===== src/rtl/uart_pkg.sv =====
// Shared constants and FSM state type for the UART transmit frame engine.
package uart_pkg;

    localparam logic [1:0] PAR_NONE = 2'b00;
    localparam logic [1:0] PAR_EVEN = 2'b01;
    localparam logic [1:0] PAR_ODD  = 2'b10;
    localparam logic [1:0] PAR_RSVD = 2'b11;

    localparam logic TX_IDLE_LEVEL = 1'b1;

    typedef enum logic [2:0] {
        IDLE,
        START,
        DATA,
        PARITY,
        STOP
    } tx_state_t;

endpackage


===== src/rtl/uart_bit_timer.sv =====
// Bit-period timer: counts 0..CLKS_PER_BIT-1 while run is high and flags the
// last cycle of each bit period (bit_end) and the cycle before it (pre_end).
module uart_bit_timer #(
    parameter int CLKS_PER_BIT = 16
) (
    input  logic clk,
    input  logic rst_n,
    input  logic run,
    output logic bit_end,
    output logic pre_end
);

    localparam int W = (CLKS_PER_BIT > 1) ? $clog2(CLKS_PER_BIT) : 1;
    localparam logic [W-1:0] LAST = W'(CLKS_PER_BIT - 1);
    localparam logic [W-1:0] PRE  = W'(CLKS_PER_BIT - 2);

    logic [W-1:0] count;

    always_ff @(posedge clk) begin
        if (!rst_n) begin
            count <= '0;
        end else if (!run || count == LAST) begin
            count <= '0;
        end else begin
            count <= count + 1'b1;
        end
    end

    // pre_end lets the frame engine register a flag that lands on the final cycle
    assign bit_end = run && (count == LAST);
    assign pre_end = run && (count == PRE);

endmodule


===== src/rtl/uart_tx_frame.sv =====
// UART transmit serializer: start bit, LSB-first data, optional parity and
// one or two stop bits, sequenced by a small FSM paced by uart_bit_timer.
module uart_tx_frame
    import uart_pkg::*;
#(
    parameter int DATA_WIDTH   = 8,
    parameter int CLKS_PER_BIT = 16
) (
    input  logic                  clk,
    input  logic                  rst_n,
    input  logic [DATA_WIDTH-1:0] tx_data,
    input  logic                  tx_valid,
    output logic                  tx_ready,
    input  logic [1:0]            parity_mode,
    input  logic                  stop2,
    output logic                  tx,
    output logic                  busy,
    output logic                  done
);

    localparam int IW = $clog2(DATA_WIDTH + 1);
    localparam logic [IW-1:0] IDX_LAST = IW'(DATA_WIDTH - 1);

    tx_state_t             state, next_state;
    logic [IW-1:0]         bit_idx, next_idx;
    logic [DATA_WIDTH-1:0] data_q;
    logic [DATA_WIDTH-1:0] shifted;
    logic                  parity_q, par_en_q, stop2_q;
    logic                  tx_next, done_next;
    logic                  bit_end, pre_end;
    logic                  accept;
    logic [IW-1:0]         stop_last;

    uart_bit_timer #(
        .CLKS_PER_BIT(CLKS_PER_BIT)
    ) u_timer (
        .clk    (clk),
        .rst_n  (rst_n),
        .run    (state != IDLE),
        .bit_end(bit_end),
        .pre_end(pre_end)
    );

    assign tx_ready  = (state == IDLE);
    assign accept    = tx_valid && tx_ready;
    assign stop_last = stop2_q ? IW'(1) : '0;

    always_ff @(posedge clk) begin
        if (!rst_n) begin
            state    <= IDLE;
            bit_idx  <= '0;
            tx       <= TX_IDLE_LEVEL;
            busy     <= 1'b0;
            done     <= 1'b0;
            data_q   <= '0;
            parity_q <= 1'b0;
            par_en_q <= 1'b0;
            stop2_q  <= 1'b0;
        end else begin
            state   <= next_state;
            bit_idx <= next_idx;
            tx      <= tx_next;
            busy    <= (next_state != IDLE);
            done    <= done_next;
            if (accept) begin
                data_q   <= tx_data;
                parity_q <= (^tx_data) ^ (parity_mode == PAR_ODD);
                par_en_q <= (parity_mode == PAR_EVEN) || (parity_mode == PAR_ODD);
                stop2_q  <= stop2;
            end
        end
    end

    // bit_idx doubles as the stop-bit counter once the data bits are out
    always_comb begin
        next_state = state;
        next_idx   = bit_idx;
        tx_next    = TX_IDLE_LEVEL;
        shifted    = '0;
        done_next  = 1'b0;

        case (state)
            IDLE: begin
                if (tx_valid) begin
                    next_state = START;
                    next_idx   = '0;
                end
            end
            START: begin
                if (bit_end) begin
                    next_state = DATA;
                    next_idx   = '0;
                end
            end
            DATA: begin
                if (bit_end) begin
                    if (bit_idx == IDX_LAST) begin
                        next_state = par_en_q ? PARITY : STOP;
                        next_idx   = '0;
                    end else begin
                        next_idx = bit_idx + 1'b1;
                    end
                end
            end
            PARITY: begin
                if (bit_end) begin
                    next_state = STOP;
                    next_idx   = '0;
                end
            end
            STOP: begin
                if (bit_end) begin
                    if (bit_idx == stop_last) begin
                        next_state = IDLE;
                        next_idx   = '0;
                    end else begin
                        next_idx = bit_idx + 1'b1;
                    end
                end
                done_next = (bit_idx == stop_last) && pre_end;
            end
            default: begin
                next_state = IDLE;
                next_idx   = '0;
            end
        endcase

        // tx is registered, so it is derived from where the FSM is heading
        shifted = data_q >> next_idx;
        case (next_state)
            START:   tx_next = 1'b0;
            DATA:    tx_next = shifted[0];
            PARITY:  tx_next = parity_q;
            default: tx_next = TX_IDLE_LEVEL;
        endcase
    end

endmodule


===== config.mk =====
export PLATFORM = sky130hd
export DESIGN_NAME = uart_tx_frame
export DESIGN_NICKNAME = d
export VERILOG_FILES = /design/src/rtl/uart_pkg.sv /design/src/rtl/uart_bit_timer.sv /design/src/rtl/uart_tx_frame.sv
export SDC_FILE = /design/constraint.sdc
export NUM_CORES = 1
export LEC_CHECK = 0
export CAP_MARGIN = 20
export CELL_PAD_IN_SITES_DETAIL_PLACEMENT = 0
export CELL_PAD_IN_SITES_GLOBAL_PLACEMENT = 1
export CORE_ASPECT_RATIO = 0.8
export CORE_MARGIN = 2
export CORE_UTILIZATION = 28
export DETAILED_ROUTE_END_ITERATION = 6
export PLACE_DENSITY = 0.64
export SLEW_MARGIN = 20
export SYNTH_ARGS = -nofsm -noshare
export SYNTH_HDL_FRONTEND = slang
export SYNTH_SLANG_ARGS = --single-unit

===== constraint.sdc =====
create_clock -name clk -period 2.2 [get_ports clk]
set_input_delay 0.44 -clock clk [delete_from_list [all_inputs] [get_ports clk]]
set_output_delay 0.44 -clock clk [all_outputs]
set_load 0.02 [all_outputs]

==> results.json <==
{
  "first_pass_iters": 4,
  "power.density_mw_per_mm2": 469,
  "area.sequential_sq_um": 508,
  "globalRouteTotalUtil_pct": 14.5,
  "cts_max_level": 1,
  "yosysSeqAreaShare_pct": 36.9,
  "drv_cap": 0,
  "cts_made_buffers": 3,
  "drv_slew": 0,
  "ys_warn_count": 0,
  "end_kind": "flop",
  "io_buffers": 17,
  "antenna_found_initial": 0,
  "syn_inst": 162,
  "fin_total_pwr_mw": 0.940,
  "synth_flop_cell": "dfxtp_1",
  "p_leak_nw": 0.800,
  "dp_cells": 261,
  "hold_class": "flop to flop",
  "worst-r2r-setup-slack_ps": -70,
  "critPathMaxStageDelay_ps": 380,
  "die_w_um": 81.8,
  "cts_tree": "built",
  "cp.arrival_ps": 2440,
  "multiInputGateArea_sq_um": 935,
  "crit_type": "flop to flop",
  "ctsHoldBuffers": 0,
  "clk_path_buf_depth": 2,
  "critPathLaunchType": "flop",
  "cpLargestDelayFamily": "simple AND/OR/NAND/NOR gates",
  "dr.first_iter.drc_count": 50,
  "die_h_um": 66.3,
  "worstSkewPairLatency_ps": 270,
  "tightest_slew_ps": 419,
  "clock-root-buffer": "clkbuf_8",
  "place_congestion": 0.886,
  "fp.coreArea_sq_mm": 0.00462,
  "syn_area_sq_mm": 0.00136,
  "start_util_pct": 29.3,
  "crit_slowest_cell": "or3_4",
  "yosysTopAreaCellShare_pct": 36.9,
  "setup_ws_ps": -67.3,
  "grt_pass1_vias": 1321,
  "post_drt_wl_per_cell_um": 13.4,
  "io_pins": 18,
  "fin_crit_sh_pct": 103,
  "avgSynthCellArea_sq_um": 8.37,
  "clock_skew_ps": 6.31,
  "synthArstFlopShare_pct": 0,
  "finalNonFillerCells": 268,
  "viasPerCell": 4.78,
  "synth-seq-cells": 25,
  "rows": 22,
  "wl_um": 3580,
  "yosysMostFrequentCell": "nand2_1",
  "ys_types": 41,
  "overflow": 0,
  "synth_edf_count": 0,
  "synthTopCellsByCount": "nand2_1 (26), dfxtp_1 (25), nor2_1 (11), a21boi_0 (9), nand3_1 (8)",
  "required_ps": 2370,
  "max_clock_freq_mhz": 441,
  "drc": 0,
  "num_antenna_cells": 0,
  "fin_crit_ps": 2270,
  "ir_drop_uv": 179,
  "dieArea_sq_mm": 0.00542,
  "synth.net_count": 180,
  "dp_hpwl_um": 2680,
  "fin_nets": 227,
  "cp_num_buf_inv": 0,
  "drt.antenna.violating_nets": 0,
  "hold_viol": 0,
  "via_count": 1281,
  "syn_to_final_growth_pct": 47.7,
  "grt_max_degree": 17,
  "nFillCells": 472,
  "outcome": "finished with violations",
  "grt_pass1_wl_um": 6030,
  "numClockSinks": 25,
  "violations": "negative setup slack",
  "setup_viol": 1,
  "max_slew_margin_pct": 71.3,
  "path_cells": "or3_4 -> or2_4 -> a31oi_4 -> o31a_1 -> mux4_2 -> nor4bb_4 -> a211o_1",
  "rsz0062_at_grt": "true",
  "synth_area_leaders": "dfxtp_1 (37%), nand2_1 (7.2%), a21boi_0 (5.0%)",
  "yosys.area.top_type": "dfxtp_1",
  "clkTransAtPathRegs_ps": 90,
  "cp_max_fo": 3,
  "drive_above_1_share_pct": 28.8
}
[cell usage in the layout, fill, tap and decap left out, types with 3 or more instances in the layout]
cell             Yosys  routed
a21boi_0             9       9
a21oi_1              4       4
and2_1               7       7
buf_4                0      33
clkbuf_8             0       3
clkdlybuf4s50_1      0      16
dfxtp_1             25      19
dfxtp_2              0       6
inv_1                3       3
nand2_1             26      26
nand3_1              8       7
nor2_1              11      10
nor3_1               5       3
o21ai_0              3       3
xnor2_1              7       7
xor2_1               4       4
[cell type report]
class,instances,area share [%]
multi-input cells,125,46.7
flip-flops and latches,25,25.4
repair buffers,50,20.8
well taps,60,3.75
clock buffers,3,2.06
inverters,4,0.999
clock inverters,1,0.375
[worst register-to-register path, cell delays in order (launching register included)]
cell      delay [ps]
dfxtp_1          320
or3_4            380
or2_4            290
a31oi_4          220
o31a_1           240
mux4_2           320
nor4bb_4         160
a211o_1          230
[flip-flops by register name, indices dropped and copies added, names as in the netlist]
register,flops
state,3
busy,1
done,1
tx,1
par_en_q,1
data_q,8
u_timer.count,4
parity_q,1
bit_idx,4
stop2_q,1
[where the power goes]
part	switching (mW)	leakage (nW)	internal [mW]	total, mW
clock network	0.153	0.0217	0.129	0.282
logic	0.0809	0.571	0.0900	0.171
registers	0.0139	0.207	0.473	0.487
total	0.248	0.800	0.692	0.940
[routing by layer]
| layer | wire length, um | up-vias | share of wire (%) | GRT usage (%) |
|---|---|---|---|---|
| li1 | - | 656 | - | - |
| met1 | 1770 | 596 | 49 | 19.1 |
| met2 | 1640 | 22 | 46 | 23.8 |
| met3 | 82 | 7 | 2.3 | 1.64 |
| met4 | 93 | 0 | 2.6 | 6.25 |
| met5 | 0 | - | 0 | 0 |
[final timing paths]
kind	cells after the start	to	start
worst max-delay path	7	tx$_SDFF_PN1_	bit_idx[3]$_SDFF_PN0_
worst min-delay path	2	data_q[7]$_SDFFE_PN0P_	data_q[7]$_SDFFE_PN0P_
worst max register to register	7	tx$_SDFF_PN1_	bit_idx[3]$_SDFF_PN0_
worst min register to register	2	data_q[7]$_SDFFE_PN0P_	data_q[7]$_SDFFE_PN0P_
[logic make-up after synthesis]
kind of cell             synth area share, %
AND/OR/NAND/NOR                         28.7
XOR/XNOR                                7.10
AO/OA/AOI/OAI                           17.0
flip-flops                              36.9
buffers and inverters                   3.51
multiplexers                            3.14
adder cells (fa/ha/maj)                 3.69
[what timing repair did]
action	CTS	global route
endpoints found under the setup margin	3	1
gates cloned	0	0
resized for setup	11	12
setup buffers	3	0
pin swaps	4	7
[stage by stage]
| step | instance area, sq um | worst slack (ps) | utilization, % | hold slack (ps) | setup TNS (ps) |
|---|---|---|---|---|---|
| global route | 2000 | -130 | 43.3 | 506 | -130 |
| finish | 2000 | -67.3 | 43.3 | 475 | -67.3 |
| floorplan | 1380 | 2.15 | - | 430 | 0 |
| detailed placement | 1810 | -339 | 39.2 | 465 | -373 |
| CTS | 1940 | -66.8 | 41.9 | 479 | -66.8 |
| global placement | 1810 | -300 | 39.2 | 456 | -306 |
Power figures use the tool's default switching activity.
